File: config.mk
export PLATFORM = sky130hd
export DESIGN_NAME = pipeline_reg_mw_hs
export DESIGN_NICKNAME = d
export VERILOG_FILES = /design/src/rtl/pipeline_reg_mw_hs.sv
export SDC_FILE = /design/constraint.sdc
export NUM_CORES = 1
export LEC_CHECK = 0
export BUFFER_PORTS_ARGS = -buffer_cell sky130_fd_sc_hd__buf_2
export CAP_MARGIN = 20
export CORE_ASPECT_RATIO = 0.6
export CORE_UTILIZATION = 50
export CTS_BUF_LIST = sky130_fd_sc_hd__clkbuf_2
export DETAILED_ROUTE_END_ITERATION = 6
export HOLD_SLACK_MARGIN = 0.02
export PLACE_DENSITY = 0.82
export SLEW_MARGIN = 5
export SYNTH_ARGS = -nofsm -noshare
export SYNTH_HDL_FRONTEND = slang
export SYNTH_SLANG_ARGS = --single-unit
File: constraint.sdc
create_clock -name clk_i -period 4.2 [get_ports clk_i]
set_clock_uncertainty 0.15 [all_clocks]
set_input_delay 1.26 -clock clk_i [delete_from_list [all_inputs] [get_ports clk_i]]
set_output_delay 1.26 -clock clk_i [all_outputs]
set_load 0.005 [all_outputs]
File: src/rtl/pipeline_reg_mw_hs.sv
// MEM-to-WB pipeline register with a valid/ready handshake. SKID_EN selects a
// two-entry skid buffer (ready fully registered) or a single stall register.
module pipeline_reg_mw_hs #(
    parameter int unsigned WIDTH   = 32,
    parameter int unsigned SKID_EN = 1
) (
    input  logic             clk_i,
    input  logic             rst_i,
    input  logic             flush_i,
    input  logic             valid_m_i,
    output logic             ready_m_o,
    input  logic             reg_wr_en_m_i,
    input  logic [1:0]       result_src_m_i,
    input  logic [WIDTH-1:0] alu_result_m_i,
    input  logic [WIDTH-1:0] read_data_m_i,
    input  logic [4:0]       wr_addr_m_i,
    input  logic [WIDTH-1:0] pc_plus_4_m_i,
    output logic             valid_w_o,
    input  logic             ready_w_i,
    output logic             reg_wr_en_w_o,
    output logic [4:0]       wr_addr_w_o,
    output logic [WIDTH-1:0] result_w_o
);

    logic             accept;
    logic             transfer;
    logic             ready_s;
    logic             valid_s;
    logic             in_wen;
    logic [WIDTH-1:0] in_res;

    logic             main_wen_q;
    logic [4:0]       main_addr_q;
    logic [WIDTH-1:0] main_res_q;

    // Source 11 is reserved and falls back to the ALU result.
    function automatic logic [WIDTH-1:0] sel_result(
        input logic [1:0]       src,
        input logic [WIDTH-1:0] alu,
        input logic [WIDTH-1:0] rdata,
        input logic [WIDTH-1:0] link
    );
        logic [WIDTH-1:0] res;
        case (src)
            2'b01:   res = rdata;
            2'b10:   res = link;
            default: res = alu;
        endcase
        return res;
    endfunction

    assign in_wen   = reg_wr_en_m_i && (wr_addr_m_i != 5'd0);
    assign in_res   = sel_result(result_src_m_i, alu_result_m_i, read_data_m_i, pc_plus_4_m_i);
    assign accept   = valid_m_i && ready_s && !flush_i;
    assign transfer = valid_s && ready_w_i;

    generate
        if (SKID_EN != 0) begin : g_skid
            typedef enum logic [1:0] {
                ST_EMPTY = 2'd0,
                ST_FULL  = 2'd1,
                ST_SKID  = 2'd2
            } state_e;

            state_e           state_q;
            state_e           state_d;
            logic             load_new;
            logic             load_from_skid;
            logic             load_skid;
            logic             skid_wen_q;
            logic [4:0]       skid_addr_q;
            logic [WIDTH-1:0] skid_res_q;

            always_ff @(posedge clk_i) begin
                if (rst_i) begin
                    state_q <= ST_EMPTY;
                end else begin
                    state_q <= state_d;
                end
            end

            always_comb begin
                state_d = state_q;
                if (flush_i) begin
                    state_d = ST_EMPTY;
                end else begin
                    case (state_q)
                        ST_EMPTY: if (accept) state_d = ST_FULL;
                        ST_FULL: begin
                            if (accept && !transfer) begin
                                state_d = ST_SKID;
                            end else if (!accept && transfer) begin
                                state_d = ST_EMPTY;
                            end
                        end
                        ST_SKID:  if (transfer) state_d = ST_FULL;
                        default:  state_d = ST_EMPTY;
                    endcase
                end
            end

            // Ready decodes registered state only, never ready_w_i.
            always_comb begin
                ready_s = (state_q != ST_SKID) && !rst_i;
                valid_s = (state_q != ST_EMPTY);
            end

            always_comb begin
                load_new       = accept && ((state_q == ST_EMPTY) || transfer);
                load_skid      = accept && (state_q == ST_FULL) && !transfer;
                load_from_skid = (state_q == ST_SKID) && transfer && !flush_i;
            end

            always_ff @(posedge clk_i) begin
                if (rst_i) begin
                    main_wen_q  <= 1'b0;
                    main_addr_q <= 5'd0;
                    main_res_q  <= '0;
                    skid_wen_q  <= 1'b0;
                end else begin
                    if (flush_i) begin
                        main_wen_q <= 1'b0;
                        skid_wen_q <= 1'b0;
                    end else if (load_new) begin
                        main_wen_q  <= in_wen;
                        main_addr_q <= wr_addr_m_i;
                        main_res_q  <= in_res;
                    end else if (load_from_skid) begin
                        main_wen_q  <= skid_wen_q;
                        main_addr_q <= skid_addr_q;
                        main_res_q  <= skid_res_q;
                    end
                    if (load_skid) begin
                        skid_wen_q <= in_wen;
                    end
                end
            end

            // Skid payload needs no reset; the state says whether it is live.
            always_ff @(posedge clk_i) begin
                if (load_skid) begin
                    skid_addr_q <= wr_addr_m_i;
                    skid_res_q  <= in_res;
                end
            end
        end else begin : g_stall
            logic vld_q;

            always_ff @(posedge clk_i) begin
                if (rst_i) begin
                    vld_q <= 1'b0;
                end else if (flush_i) begin
                    vld_q <= 1'b0;
                end else if (accept) begin
                    vld_q <= 1'b1;
                end else if (transfer) begin
                    vld_q <= 1'b0;
                end
            end

            assign ready_s = (ready_w_i || !vld_q) && !rst_i;
            assign valid_s = vld_q;

            always_ff @(posedge clk_i) begin
                if (rst_i) begin
                    main_wen_q  <= 1'b0;
                    main_addr_q <= 5'd0;
                    main_res_q  <= '0;
                end else if (flush_i) begin
                    main_wen_q <= 1'b0;
                end else if (accept) begin
                    main_wen_q  <= in_wen;
                    main_addr_q <= wr_addr_m_i;
                    main_res_q  <= in_res;
                end
            end
        end
    endgenerate

    assign ready_m_o     = ready_s;
    assign valid_w_o     = valid_s;
    assign reg_wr_en_w_o = main_wen_q && valid_s;
    assign wr_addr_w_o   = main_addr_q;
    assign result_w_o    = main_res_q;

endmodule

# After elaboration in Yosys (flattened, before gate mapping)
# Cells that the tools add are included.
# Widths: inputs -> output; s select.
# word_totals
regBits	78
inputBits	109
output_inout_bits	40
word_cells	56
# op_classes
eq_ne	8
n_mux	14
n_bitwise	1
reduce_logical	26
# ops
op	count
$mux 32	2
$pmux 32 s2	1
$logic_and 1x1->1	13
$mux 5	2
$mux 2	4
$ne 2x2->1 const B	3
$pmux 2 s3	1
$reduce_bool 2->1	3
$reduce_bool 5->1	1
$eq 2x1->1 const B	2
$eq 2x2->1 const B	2
$logic_not 1->1	4
$mux 1	4
$ne 3x3->1 const B	1
$reduce_and 3->1	1
$logic_not 2->1	1
$reduce_and 2->1	1
$reduce_or 2->1	1
$logic_or 1x1->1	1
$not 1->1	1

# Depth between registers and ports, before layout
# depth
depth_word	9
depth_mapped	8
depth_no_buf	6

# Worst setup path after synthesis
# Ideal clock, no wire load.
# synth_timing
path_kind	input to register
startpoint	input port rst_i
endpoint	register g_skid.skid_addr_q[0] (enable)
setup_ps	392
t_arrival_ps	2947
required_ps	3658
setup_slack_ps	712
path_stages	4
n_path_buf	1
path_cell_list	clkbuf_1 > or3b_1 > or3_1 > inv_1
# synth_via
elab_chain_len	6
# synth_rtl
item	line_no	rtl
start: declaration	8	input logic rst_i,
$logic_not 1->1	104	ready_s = (state_q != ST_SKID) && !rst_i;
$logic_and 1x1->1	104	
$logic_and 1x1->1 (2 in series)	54	assign accept = valid_m_i && ready_s && !flush_i;
$logic_and 1x1->1 (2 in series)	110	load_skid = accept && (state_q == ST_FULL) && !transfer;
net g_skid.load_skid	69	logic load_skid;
end signal: assignment	142	skid_addr_q <= wr_addr_m_i;
end: declaration	71	logic [4:0] skid_addr_q;
# The timed path passes the listed nets, and every way through them passes these cells.
# A chain may end at the register's enable or synchronous reset.

# Worst setup path in the final report
# layout_timing
startpoint	input port rst_i
endpoint	output port ready_m_o
# layout_via
elab_chain_len	2
# layout_rtl
item	line_no	rtl
$logic_not 1->1	104	
$logic_and 1x1->1	104	
end: declaration	11	output logic ready_m_o,
# Every way passes these cells.

==> results.cfg <==
[floorplanning]
fp.dieH_um = 68.6
std_cell_rows = 23
dieArea_mm2 = 0.00774
core_mm2 = 0.00691
floorplan.initialDensity_pct = 53.4
dieWidth_um = 113
io_pins = 149

[grt]
grt_pass1_vias = 3066
grt_overflow = 0
grt_usage_pct = 24.8
antenna_found_initial = 0
grt_max_degree = 76
grt_pass1_wl_um = 14600

[logic_synthesis]
synth_seq_cells = 78
ys_types = 32
ys_seq_area_share_pct = 52.3
yosys_warnings = 0
synth_nets = 503
avgSynthCellArea_um2 = 9.42
post-synth-top-area-cell = edfxtp_1
ys_top_cells_by_area = edfxtp_1 30%, dfxtp_1 22%, nand2_1 11%
syn-instance-count = 392
syn_area_mm2 = 0.00369
synth_top_cell_area_share_pct = 30.1

[clock_network]
cts-htree-levels = 3
clock_latency_ps = 540
cts_resized = 0
cts.path.max_buffers = 2
postCtsSetupBuffers = 0
cts_hold_buf = 0
root_buffer = clkbuf_2
cts_buffers = 9
clk_pin_slew_worst_paths_ps = 190
clkSinkCount = 78
cts_tree = yes

[detailed_routing]
routed_wl_um = 9320
via_per_inst = 5.50
first_iter_violations = 197
dr_total_vias = 3384
drtPass1Iterations = 4
drc_errors = 0
ant_nets = 0
post_drt_wl_per_cell_um = 15.2

[worst_hold_path]
hold_path.class = reg -> reg

[layout]
drive_gt1_share_pct = 35.4
num-nets-final = 634
area.growth.synth_to_final_pct = 24.1
antenna_cells = 0
fin_cells = 615
fin_util_pct = 66.3

[setup_path]
crit_slowest_cell = buf_2
cp_max_fo = 17
worstPathArrival_ps = 1760
path_class = in -> out
cpPeakStageDelay_ps = 270
critPathMostFrequentCell = buf_2
critPathRequiredTime_ps = 2790
critPathTopFamily = buffers and inverters
endpoint_kind = output pin
crit_path_start_kind = primary input
path_cells = buf_2 -> nor2_1 -> buf_2
crit_buf_inv = 2

[timing]
setup_tns_ps = 0
relSlewSlack_pct = 36.9
rsz0062_at_grt = false
drv_slew = 0
fin_crit_ps = 3170
period_share_pct = 75.4
fmax_mhz = 316
tightest_slew_ps = 946
hold_viol = 0
setup_violations = 0

[pwr]
p_seq_share_pct = 53.8
pwr-share-comb_pct = 16.2
peakVddDrop_uv = 135
p_switching_mw = 0.427
swShare_pct = 27.3
p_clk_share_pct = 30.0
power.leakage_nw = 1.91
cellPowerDensity_mw_per_mm2 = 341
intPower_mw = 1.14

[placed_design]
dp_hpwl_um = 6470
routabilityCongestion = 0.731
io_buffers = 148
dpl.cell_count = 599

[job]
maxCapViolations = 0

[run_status]
status = finished clean
-- worst register-to-register path: stages, from the launching register on --
cell      delay, ps
dfxtp_1         410
or2_2           370
a21oi_4         480
buf_4           350
nand2_1          90
a311oi_1        270
-- stage by stage --
step	instance area [um2]	total power, mW	hold WS [ps]	setup WS, ps
3_3_place_gp	4440	1.10	335	862
2_1_floorplan	3690	1.00	342	712
6_report	4580	1.56	360	1030
5_1_grt	4580	1.64	389	962
4_1_cts	4580	1.58	363	1030
3_5_place_dp	4440	1.11	340	814
-- power by group through the flow --
stage          clock [mW]  sequential (mW)  combinational, mW
2_1_floorplan           0            0.859              0.143
3_5_place_dp            0            0.857              0.254
5_1_grt             0.509            0.846              0.285
4_1_cts             0.479            0.842              0.254
3_3_place_gp            0            0.857              0.244
6_report            0.469            0.842              0.253
-- cell type report --
cell class	instances	area [um2]
tap	87	109
multi-input combinational	276	1580
clock buffer	9	45.0
clock inverter	7	98.8
sequential	78	1930
timing repair buffer	154	798
inverter	4	15.0
fill	578	2330
-- placed cells by master (no fill, tap or decap), drive strengths merged --
cell type  count
edfxtp        37
clkbuf         9
o221ai         1
a311oi        37
or4b           1
and2           3
ha             2
a21o           1
nand2        109
dfxtp         41
clkinv         5
or3            1
a31oi          1
a22oi         32
or2            1
nand3b         2
o22ai          1
nor2          40
or4            1
a21oi          1
buf          154
clkinvlp       1
o21ai         34
mux2i          1
inv            3
or3b           1
bufinv         2
o21a           1
nand2b         2
nand4b         1
nor2b          1
mux2           1
-- layer usage --
layer	vias to the layer above	share of wire [%]	GRT usage (%)
li1	1681	-	-
met1	1554	43	30.7
met2	139	48	43.5
met3	10	7.5	6.21
met4	0	0.94	8.39
met5	-	0	0
-- sequential cells by signal, summed over array words and instances (netlist names) --
register	count
main_wen_q	1
g_skid.skid_wen_q	1
g_skid.skid_res_q	32
wr_addr_w_o	5
g_skid.skid_addr_q	5
g_skid.state_q	2
result_w_o	32
-- final timing paths --
path / startpoint / end / slack (ps) / cells after the start
worst max register to register: g_skid.state_q[1]$_SDFFE_PP0P_ / result_w_o[12]$_SDFFE_PP0P_ / 1980 / 5
worst min register to register: result_w_o[18]$_SDFFE_PP0P_ / result_w_o[18]$_SDFFE_PP0P_ / 360 / 2
worst min-delay path: result_w_o[18]$_SDFFE_PP0P_ / result_w_o[18]$_SDFFE_PP0P_ / 360 / 2
worst max-delay path: rst_i / ready_m_o / 1030 / 3
-- cells in the mapped netlist (all sizes together) --
cell type	instances
nand2	109
dfxtp	41
nor2	40
a311oi	37
edfxtp	37
o21ai	34
a22oi	32
clkbuf	20
buf	14
inv	4
and2	3
ha	2
nand2b	2
nand3b	2
a21o	1
a21oi	1
a31oi	1
mux2	1
mux2i	1
nand4b	1
nor2b	1
o21a	1
o221ai	1
o22ai	1
or2	1
or3	1
or3b	1
or4	1
or4b	1
-- cells by family (layout without fill, tap and decap cells) --
kind of cell	after synthesis	in the layout	synth area share, %
compound gates	109	109	23.4
fa+ha+maj	2	2	0.678
buf+inv	38	174	5.05
flops	78	78	52.3
mux	2	2	0.576
simple gates	163	163	18.0
Note: power is estimated with default switching activity, not from simulation.
